### src/rtl/uart_mmio_pkg.sv
// Shared definitions for the uart_mmio peripheral: register offsets, STATUS bit
// positions, FSM state encoding and the divider floor.
package uart_mmio_pkg;

   localparam logic [3:0] OFF_DATA   = 4'h0;
   localparam logic [3:0] OFF_STATUS = 4'h4;
   localparam logic [3:0] OFF_DIV    = 4'h8;

   localparam int ST_RX_NE   = 0;
   localparam int ST_RX_FULL = 1;
   localparam int ST_TX_BUSY = 2;
   localparam int ST_OVERRUN = 3;
   localparam int ST_FRAME   = 4;
   localparam int ST_LOOP    = 5;

   typedef enum logic [1:0] {
      S_IDLE  = 2'd0,
      S_START = 2'd1,
      S_DATA  = 2'd2,
      S_STOP  = 2'd3
   } uart_state_e;

   localparam logic [15:0] DIV_MIN = 16'd8;

   function automatic logic [15:0] clamp_div(input logic [15:0] v);
      return (v < DIV_MIN) ? DIV_MIN : v;
   endfunction

endpackage

### src/rtl/uart_rx_fifo.sv
// Synchronous byte FIFO for received characters; a pop and a push in the same
// cycle both take effect, so a full FIFO can accept a byte while being drained.
module uart_rx_fifo #(
   parameter int DEPTH = 16
) (
   input  logic       clk,
   input  logic       resetn,
   input  logic       push,
   input  logic       pop,
   input  logic [7:0] wdata,
   output logic [7:0] rdata,
   output logic       full,
   output logic       empty
);

   localparam int AW = $clog2(DEPTH);

   logic [AW-1:0] wr_ptr_q, wr_ptr_d, rd_ptr_q, rd_ptr_d;
   logic [AW:0]   cnt_q, cnt_d;
   logic [7:0]    mem_q [DEPTH];
   logic          do_push, do_pop;

   assign full  = (cnt_q == (AW+1)'(DEPTH));
   assign empty = (cnt_q == '0);
   assign rdata = mem_q[rd_ptr_q];

   always_comb begin
      do_pop   = pop & ~empty;
      do_push  = push & (~full | do_pop);
      wr_ptr_d = wr_ptr_q;
      rd_ptr_d = rd_ptr_q;
      cnt_d    = cnt_q;
      if (do_push) begin
         wr_ptr_d = wr_ptr_q + 1'b1;
         cnt_d    = cnt_d + 1'b1;
      end
      if (do_pop) begin
         rd_ptr_d = rd_ptr_q + 1'b1;
         cnt_d    = cnt_d - 1'b1;
      end
   end

   always_ff @(posedge clk or negedge resetn) begin
      if (!resetn) begin
         wr_ptr_q <= '0;
         rd_ptr_q <= '0;
         cnt_q    <= '0;
      end else begin
         wr_ptr_q <= wr_ptr_d;
         rd_ptr_q <= rd_ptr_d;
         cnt_q    <= cnt_d;
      end
   end

   always_ff @(posedge clk) begin
      if (do_push) mem_q[wr_ptr_q] <= wdata;
   end

endmodule

### src/rtl/uart_mmio.sv
// Memory-mapped UART: DATA/STATUS/DIVIDER registers, RX FSM feeding a FIFO and
// a single-byte TX FSM. Define UART_LOOPBACK_EN to route internal tx into RX.
module uart_mmio
   import uart_mmio_pkg::*;
#(
   parameter int CLK_HZ   = 27000000,
   parameter int BAUD     = 115200,
   parameter int RX_DEPTH = 16
) (
   input  logic        clk,
   input  logic        resetn,
   input  logic        uart_ren,
   input  logic        uart_wen,
   input  logic [3:0]  addr,
   input  logic [31:0] wdata,
   output logic [31:0] uart_out,
   input  logic        rx,
   output logic        tx
);

   localparam logic [15:0] DIV_RST = 16'(CLK_HZ / BAUD);

`ifdef UART_LOOPBACK_EN
   localparam logic LOOP_EN = 1'b1;
`else
   localparam logic LOOP_EN = 1'b0;
`endif

   logic [15:0] div_q, div_d;
   logic [31:0] uart_out_q, uart_out_d;
   logic        ovr_q, ovr_d, ferr_q, ferr_d;
   logic        rx_s1_q, rx_s1_d, rx_s2_q, rx_s2_d, rx_prev_q, rx_prev_d;
   logic        rx_in, rx_fall, rx_stop_smp, rx_push, ferr_set;
   logic        fifo_pop, stat_rd, tx_load;
   logic        fifo_full, fifo_empty;
   logic [7:0]  fifo_rdata;
   logic [3:0]  word;
   logic [31:0] status, rd_data;

   uart_state_e rx_st_q, tx_st_q;
   logic [15:0] rx_cnt_q, rx_div_q, tx_cnt_q, tx_div_q;
   logic [2:0]  rx_bit_q, tx_bit_q;
   logic [7:0]  rx_sh_q, tx_sh_q;
   logic        tx_q;

   logic unused_bits;
   assign unused_bits = ^{wdata[31:16], addr[1:0]};

`ifdef UART_LOOPBACK_EN
   assign rx_in = tx_q;
   assign tx    = 1'b1;
`else
   assign rx_in = rx;
   assign tx    = tx_q;
`endif

   assign uart_out = uart_out_q;

   // Synchroniser resets low so a line already low at reset release never looks like an edge.
   always_comb begin
      rx_s1_d   = rx_in;
      rx_s2_d   = rx_s1_q;
      rx_prev_d = rx_s2_q;
      rx_fall   = rx_prev_q & ~rx_s2_q;
   end

   always_ff @(posedge clk or negedge resetn) begin
      if (!resetn) begin
         rx_st_q  <= S_IDLE;
         rx_cnt_q <= '0;
         rx_div_q <= DIV_MIN;
         rx_bit_q <= '0;
         rx_sh_q  <= '0;
      end else begin
         unique case (rx_st_q)
            S_IDLE: if (rx_fall) begin
               rx_st_q  <= S_START;
               rx_cnt_q <= '0;
               rx_div_q <= div_q;
            end
            S_START: if (rx_cnt_q == (rx_div_q >> 1) - 16'd1) begin
               rx_cnt_q <= '0;
               rx_bit_q <= '0;
               rx_st_q  <= rx_s2_q ? S_IDLE : S_DATA;
            end else rx_cnt_q <= rx_cnt_q + 16'd1;
            S_DATA: if (rx_cnt_q == rx_div_q - 16'd1) begin
               rx_cnt_q <= '0;
               rx_sh_q  <= {rx_s2_q, rx_sh_q[7:1]};
               rx_bit_q <= rx_bit_q + 3'd1;
               if (rx_bit_q == 3'd7) rx_st_q <= S_STOP;
            end else rx_cnt_q <= rx_cnt_q + 16'd1;
            S_STOP: if (rx_stop_smp) begin
               rx_cnt_q <= '0;
               rx_st_q  <= S_IDLE;
            end else rx_cnt_q <= rx_cnt_q + 16'd1;
            default: rx_st_q <= S_IDLE;
         endcase
      end
   end

   always_ff @(posedge clk or negedge resetn) begin
      if (!resetn) begin
         tx_st_q  <= S_IDLE;
         tx_q     <= 1'b1;
         tx_cnt_q <= '0;
         tx_div_q <= DIV_MIN;
         tx_bit_q <= '0;
         tx_sh_q  <= '0;
      end else begin
         unique case (tx_st_q)
            S_IDLE: if (tx_load) begin
               tx_st_q  <= S_START;
               tx_q     <= 1'b0;
               tx_cnt_q <= '0;
               tx_div_q <= div_q;
               tx_sh_q  <= wdata[7:0];
            end
            S_START: if (tx_cnt_q == tx_div_q - 16'd1) begin
               tx_cnt_q <= '0;
               tx_bit_q <= '0;
               tx_q     <= tx_sh_q[0];
               tx_st_q  <= S_DATA;
            end else tx_cnt_q <= tx_cnt_q + 16'd1;
            S_DATA: if (tx_cnt_q == tx_div_q - 16'd1) begin
               tx_cnt_q <= '0;
               if (tx_bit_q == 3'd7) begin
                  tx_q    <= 1'b1;
                  tx_st_q <= S_STOP;
               end else begin
                  tx_q     <= tx_sh_q[1];
                  tx_sh_q  <= {1'b0, tx_sh_q[7:1]};
                  tx_bit_q <= tx_bit_q + 3'd1;
               end
            end else tx_cnt_q <= tx_cnt_q + 16'd1;
            S_STOP: if (tx_cnt_q == tx_div_q - 16'd1) begin
               tx_cnt_q <= '0;
               tx_st_q  <= S_IDLE;
            end else tx_cnt_q <= tx_cnt_q + 16'd1;
            default: tx_st_q <= S_IDLE;
         endcase
      end
   end

   uart_rx_fifo #(.DEPTH(RX_DEPTH)) u_rx_fifo (
      .clk    (clk),
      .resetn (resetn),
      .push   (rx_push),
      .pop    (fifo_pop),
      .wdata  (rx_sh_q),
      .rdata  (fifo_rdata),
      .full   (fifo_full),
      .empty  (fifo_empty)
   );

   // Sticky flags: a set in the same cycle as the clearing STATUS read wins.
   always_comb begin
      word        = {addr[3:2], 2'b00};
      rx_stop_smp = (rx_st_q == S_STOP) && (rx_cnt_q == rx_div_q - 16'd1);
      rx_push     = rx_stop_smp & rx_s2_q;
      ferr_set    = rx_stop_smp & ~rx_s2_q;
      fifo_pop    = uart_ren && (word == OFF_DATA);
      stat_rd     = uart_ren && (word == OFF_STATUS);
      tx_load     = uart_wen && (word == OFF_DATA) && (tx_st_q == S_IDLE);

      div_d = div_q;
      if (uart_wen && (word == OFF_DIV)) div_d = clamp_div(wdata[15:0]);

      ovr_d  = (ovr_q & ~stat_rd) | (rx_push & fifo_full & ~fifo_pop);
      ferr_d = (ferr_q & ~stat_rd) | ferr_set;

      status             = '0;
      status[ST_RX_NE]   = ~fifo_empty;
      status[ST_RX_FULL] = fifo_full;
      status[ST_TX_BUSY] = (tx_st_q != S_IDLE);
      status[ST_OVERRUN] = ovr_q;
      status[ST_FRAME]   = ferr_q;
      status[ST_LOOP]    = LOOP_EN;

      unique case (word)
         OFF_DATA:   rd_data = fifo_empty ? 32'h0 : {1'b1, 23'b0, fifo_rdata};
         OFF_STATUS: rd_data = status;
         OFF_DIV:    rd_data = {16'b0, div_q};
         default:    rd_data = 32'h0;
      endcase

      uart_out_d = uart_out_q;
      if (uart_ren) uart_out_d = rd_data;
   end

   always_ff @(posedge clk or negedge resetn) begin
      if (!resetn) begin
         div_q      <= DIV_RST;
         uart_out_q <= '0;
         ovr_q      <= 1'b0;
         ferr_q     <= 1'b0;
         rx_s1_q    <= 1'b0;
         rx_s2_q    <= 1'b0;
         rx_prev_q  <= 1'b0;
      end else begin
         div_q      <= div_d;
         uart_out_q <= uart_out_d;
         ovr_q      <= ovr_d;
         ferr_q     <= ferr_d;
         rx_s1_q    <= rx_s1_d;
         rx_s2_q    <= rx_s2_d;
         rx_prev_q  <= rx_prev_d;
      end
   end

endmodule

### config.mk
export PLATFORM = sky130hd
export DESIGN_NAME = uart_mmio
export DESIGN_NICKNAME = d
export VERILOG_FILES = /design/src/rtl/uart_mmio_pkg.sv /design/src/rtl/uart_rx_fifo.sv /design/src/rtl/uart_mmio.sv
export SDC_FILE = /design/constraint.sdc
export NUM_CORES = 1
export LEC_CHECK = 0
export BUFFER_PORTS_ARGS = -buffer_cell sky130_fd_sc_hd__buf_2
export CAP_MARGIN = 20
export CORE_MARGIN = 4
export CORE_UTILIZATION = 40
export CTS_CLUSTER_SIZE = 24
export DETAILED_ROUTE_END_ITERATION = 10
export GPL_TIMING_DRIVEN = 0
export HOLD_SLACK_MARGIN = 0.02
export PLACE_DENSITY = 0.67
export SYNTH_ARGS = -nofsm -noshare
export SYNTH_HDL_FRONTEND = slang
export SYNTH_SLANG_ARGS = --single-unit
export TNS_END_PERCENT = 1
### constraint.sdc
create_clock -name clk -period 4.6 [get_ports clk]
set_clock_uncertainty 0.1 [all_clocks]
set_input_delay 0.46 -clock clk [delete_from_list [all_inputs] [get_ports clk]]
set_output_delay 0.46 -clock clk [all_outputs]
set_load 0.01 [all_outputs]
## Word level (Yosys, flattened, before mapping)

Memories as Yosys holds them, arrays and structs flattened.
Index checks and enable logic that the tools add are counted.

| storage, ports and cells | value |
|---|---|
| output and inout port bits | 33 |
| memories | 1 |
| bits in writable memories | 128 |
| bits in registers | 157 |
| word-level logic and storage cells | 145 |

| operators by class | value |
|---|---|
| eq/ne operators | 25 |
| bitwise operators | 17 |
| muxes and demuxes | 44 |
| reduce and logical (&&, ||, !) cells | 25 |
| magnitude comparators | 1 |
| add/subtract/negate cells | 11 |

Memory list:

| memory | depth | width | read ports | clocked after memory_dff | wr ports | line | RTL |
|---|---|---|---|---|---|---|---|
| u_rx_fifo.mem_q | 16 | 8 | 1 | 0 | 1 | uart_rx_fifo.sv:20 | `logic [7:0] mem_q [DEPTH];` |

Operators by type and width:

| cell | number |
|---|---|
| $mux 16 | 7 |
| $pmux 32 s3 | 1 |
| $pmux 16 s4 | 1 |
| $eq 16x16->1 | 3 |
| $add 16x1->16 const B | 2 |
| $mux 32 | 1 |
| $pmux 16 s2 | 1 |
| $sub 16x1->16 const B | 2 |
| $mux 8 | 3 |
| $mux 2 | 11 |
| $ne 2x2->1 const B | 11 |
| $lt 16x4->1 const B | 1 |
| $pmux 2 s4 | 2 |
| $pmux 8 s2 | 1 |
| $sub 15x1->16 const B | 1 |
| $mux 3 | 5 |
| $pmux 3 s2 | 2 |
| $reduce_and 4->1 | 3 |
| $eq 2x2->1 const B | 5 |
| $mux 5 | 2 |
| $reduce_and 5->1 | 2 |
| $and 1x1->1 | 9 |
| $add 4x1->4 const B | 2 |
| $reduce_bool 2->1 | 4 |
| other kinds (17) | 41 |

## Longest topological paths before layout

| logic depth | value |
|---|---|
| word-level depth | 8 |
| gate-level depth with buffers | 17 |

## Cells and area by module

Synthesis repeated with hierarchy kept, for this count alone.

| second synthesis, totals | value |
|---|---|
| cells, all modules | 1,130 |
| area total of the unflattened synthesis | 13,436.6 um^2 |

By module, submodules not included:

| module | instances | area each (um^2) | seq. area each (um^2) | cells each |
|---|---|---|---|---|
| uart_mmio | 1 | 7,674.9 | 3,238.1 | 823 |
| uart_rx_fifo | 1 | 5,761.8 | 4,169.0 | 307 |

## Least setup slack after synthesis

Ideal clock, no wire load.

| path | value |
|---|---|
| path type | reg-to-reg |
| start | reg rx_div_q[1] |
| end | reg u_rx_fifo.cnt_q[4] |
| library setup time | 128 ps |
| period minus slack after synthesis | 3,863 ps |
| cell stages (with the launch flop) | 17 |
| slack | 737 ps |
| arrival time | 3,634 ps |
| buffers on the path | 2 |
| cell sequence | dfrtp_1 > inv_1 > ha_1 > nor4b_4 > nand4_1 > or4_1 > a22oi_1 > and4b_1 > buf_2 > and3_1 > buf_2 > mux2i_1 > ha_1 > nand2_1 > o311ai_0 > mux2i_1 > xor2_1 |

| between the ends | value |
|---|---|
| longest elaborated chain between the ends | 8 |

Ends and longest elaborated chain:

| what | line | RTL |
|---|---|---|
| from (decl) | uart_mmio.sv:41 | `logic [15:0] rx_cnt_q, rx_div_q, tx_cnt_q, tx_div_q;` |
| from (signal assigned) | uart_mmio.sv:79 | `rx_div_q <= div_q;` |
| $sub 16x1->16 * | uart_mmio.sv:158 | `rx_stop_smp = (rx_st_q == S_STOP) && (rx_cnt_q == rx_div_q - 16'd1);` |
| $eq 16x16->1 * | uart_mmio.sv:158 |  |
| $logic_and 1x1->1 * | uart_mmio.sv:158 |  |
| $and 1x1->1 * | uart_mmio.sv:159 | `rx_push = rx_stop_smp & rx_s2_q;` |
| $and 1x1->1 * | uart_rx_fifo.sv:29 | `do_push = push & (~full \| do_pop);` |
| $mux 5 * | uart_rx_fifo.sv:33 | `if (do_push) begin` |
| $sub 5x1->5 | uart_rx_fifo.sv:39 | `cnt_d = cnt_d - 1'b1;` |
| $mux 5 * | uart_rx_fifo.sv:37 | `if (do_pop) begin` |
| net u_rx_fifo.cnt_d[4] | uart_rx_fifo.sv:19 | `logic [AW:0] cnt_q, cnt_d;` |
| to (signal assigned) | uart_rx_fifo.sv:51 | `cnt_q <= cnt_d;` |
| to (decl) | uart_rx_fifo.sv:19 |  |

Mark *: on every way through the listed nets, which the timed path passes. The rest lies on a longest branch.
A chain may end at the register's enable or synchronous reset.

## Final worst setup path

Same ends and word-level chain as after synthesis.

==> qor.yml <==
start_util: 0.410
io_buffer_count: 38
holdPathStages: 2
wirelength_um: 31100
hpwl_um: 21300
power_per_cell_area_nw_per_um2: 479
drcViolationCount: 0
max_freq_ghz: 0.232
status: "completed"
dr.first_iter.drc_count: 750
r2r_cells: 18
yosys-top-cells-count: "dfrtp_1, edfxtp_1, nand2_1, o21ai_0, mux2_2"
cts_made_buffers: 27
fin_crit_sh: 0.938
via_count: 9104
dieArea_um2: 36700
die_w_um: 192
cap_violations: 0
end_kind: "flip-flop"
hold_viol_final: 0
clockBufferDepth: 3
yosys-top-cells-area: "edfxtp_1, dfrtp_1, mux4_2"
seqCellArea_um2: 7410
ios: 74
path_class: "reg2reg"
syn_area_um2: 13500
grt_pass1_wl_um: 49600
yosys.area.top_type: "edfxtp_1"
r2r_slack_ps: 290
crit_arrival_ps: 4680
min_to: "div_q[8]"
worstSetupStartpointType: "flip-flop"
seq_area_frac_synth: 0.549
clock_sink_count: 270
synth_most_common_cell: "dfrtp_1"
clock-root-buffer: "clkbuf_16"
antenna_found_initial: 2
final.min_clock_period_ps: 4310
layout-drive-gt1-share: 0.194
synth_top_area_share: 0.285
async_flop_share: 0.526
grt_max_degree: 85
syn_avg_cell_area_um2: 12.2
irDropWorstVdd_uv: 372
r2r_end: "u_rx_fifo.cnt_q[4]"
synth_warnings: 0
worst_pin_slew_ps: 1130
cts_tree: "built"
placed_cells: 1600
multi_input_area_um2: 5630
hold_path.class: "in2reg"
viasPerCell: 5.50
finalNonFillerCells: 1655
synth_edf_count: 128
synth_top_flop_cell: "dfrtp_1"
p_leak_nw: 5.95
clkTransAtPathRegs_ps: 60
max_slew_margin: 0.246
drtAntennaViolNets: 0
rows: 66
syn_inst: 1105
ys_ff_latch: 270
nets: 1254
areaGrowthSynthToFinish_pct: 13.0
fill_cells: 3029
h-tree-depth: 1
fp.dieH_um: 192
synth.distinct_cells: 80
r2r-start: "rx_div_q[1]"
overflow: 0
drt_pass1_iterations: 7
setup_viol: 0
cp_max_fo: 10
core_area_um2: 32900
diodes: 0
drv_slew: 0
min_from: "wdata[8]"
track_usage: 0.170
clk_latency_ps: 540
gp_congestion: 0.848
grt_pass1_vias: 8792
final_util: 0.463
wl_per_cell_um: 18.8
worstPathRequired_ps: 4960
cell usage in the layout, fill, tap and decap left out, types with 16 or more instances in the layout:
| cell | synthesis | routed |
|---|---|---|
| inv_1 | 45 | 45 |
| nor2_1 | 54 | 50 |
| mux4_2 | 40 | 40 |
| clkbuf_1 | 53 | 64 |
| ha_1 | 21 | 20 |
| dfrtp_1 | 134 | 134 |
| nor3_1 | 23 | 23 |
| a21oi_1 | 20 | 20 |
| and3_1 | 17 | 16 |
| nor3b_1 | 20 | 19 |
| nand4_1 | 16 | 16 |
| buf_2 | 3 | 39 |
| xnor2_1 | 40 | 40 |
| buf_4 | 15 | 18 |
| edfxtp_1 | 128 | 128 |
| nand3_1 | 34 | 34 |
| o21ai_0 | 61 | 61 |
| nand2_1 | 84 | 84 |
| mux2_2 | 58 | 58 |
| xor2_1 | 24 | 24 |
| clkbuf_16 | 0 | 27 |
power by group:
group          internal, mW  total (mW)  leakage (nW)  switching [mW]
registers              2.74        2.97          2.96           0.231
clock network          1.19        2.10         0.396           0.907
logic                 0.993        2.22          2.60            1.23
worst max-delay path by stage:
stage / startpoint / endpoint / slack (ps)
after detailed placement: rx_div_q[1] / u_rx_fifo.mem_q[9][7] / -300
after floorplan: rx_div_q[1] / u_rx_fifo.cnt_q[4] / 740
after global placement: rx_div_q[1] / u_rx_fifo.mem_q[8][5] / -240
after global routing: rx_div_q[2] / u_rx_fifo.cnt_q[4] / -30
after CTS: rx_div_q[1] / u_rx_fifo.cnt_q[4] / 40
final: rx_div_q[1] / u_rx_fifo.cnt_q[4] / 290
cells by family (layout without fill, tap and decap cells):
family | Yosys count | in the layout | synth area share
xor+xnor | 64 | 64 | 0.0416
compound gates | 172 | 172 | 0.0833
flops | 270 | 270 | 0.549
simple gates | 340 | 340 | 0.139
fa+ha+maj | 21 | 21 | 0.0195
other cells | 1 | 15 | 0.000278
buf+inv | 124 | 218 | 0.0395
mux | 113 | 113 | 0.127
state kept, by name, indices dropped and copies added (netlist names), 4 cells and up, named ones only:
signal and cells:
u_rx_fifo.mem_q 128, uart_out 17, div_q 16, rx_cnt_q 16, rx_div_q 16, tx_cnt_q 16, tx_div_q 16, rx_sh_q 8
tx_sh_q 8, u_rx_fifo.cnt_q 5, u_rx_fifo.rd_ptr_q 4, u_rx_fifo.wr_ptr_q 4
stage by stage:
| step | worst slack [ps] | total power, mW | setup TNS [ps] | hold slack [ps] | instance area, um2 |
|---|---|---|---|---|---|
| 4_1_cts | 38.2 | 7.30 | 0 | 50.4 | 15200 |
| 3_3_place_gp | -238 | 5.14 | -5310 | 237 | 14300 |
| 2_1_floorplan | 737 | 4.60 | 0 | 64.4 | 13500 |
| 6_report | 286 | 7.29 | 0 | 76.1 | 15200 |
| 3_5_place_dp | -297 | 5.18 | -5490 | 236 | 14300 |
| 5_1_grt | -29.9 | 7.72 | -29.9 | 50.8 | 15200 |
what timing repair did:
item                                    4_1_cts  5_1_grt
hold endpoints to repair                     54        0
hold buffers                                  2        0
resized for setup                             7        6
buffers inserted                              0        3
pin swaps                                     1        0
endpoints found under the setup margin       33       98
per-layer routing:
metal  vias to the layer above  GRT usage  wire [um]
met4                         4     0.0362        586
met1                      4562      0.243      13800
met5                         -          0         23
met2                       258      0.279      15000
met3                        47     0.0253       1690
li1                       4233          -          -
final cells by class:
type                    count  area share
inverters                  45      0.0111
flip-flops and latches    270       0.486
clock buffers              41      0.0498
multi-input cells         725       0.369
well taps                 442      0.0363
plain buffers              79      0.0243
repair buffers             44      0.0175
clock inverters             9     0.00542
worst max-delay path, stage by stage, from the launching register on:
cell	delay, ps
dfrtp_1	410
inv_1	120
ha_2	240
nor4b_4	190
buf_4	180
nand4_1	180
or4_1	520
a22oi_1	210
and4b_1	260
buf_2	200
and3_4	240
buf_6	160
mux2i_2	240
ha_1	210
nand2_1	120
nand2b_1	150
o311ai_2	120
mux2i_1	220
xor2_1	160
No activity file was read; power rests on OpenSTA's default activity.
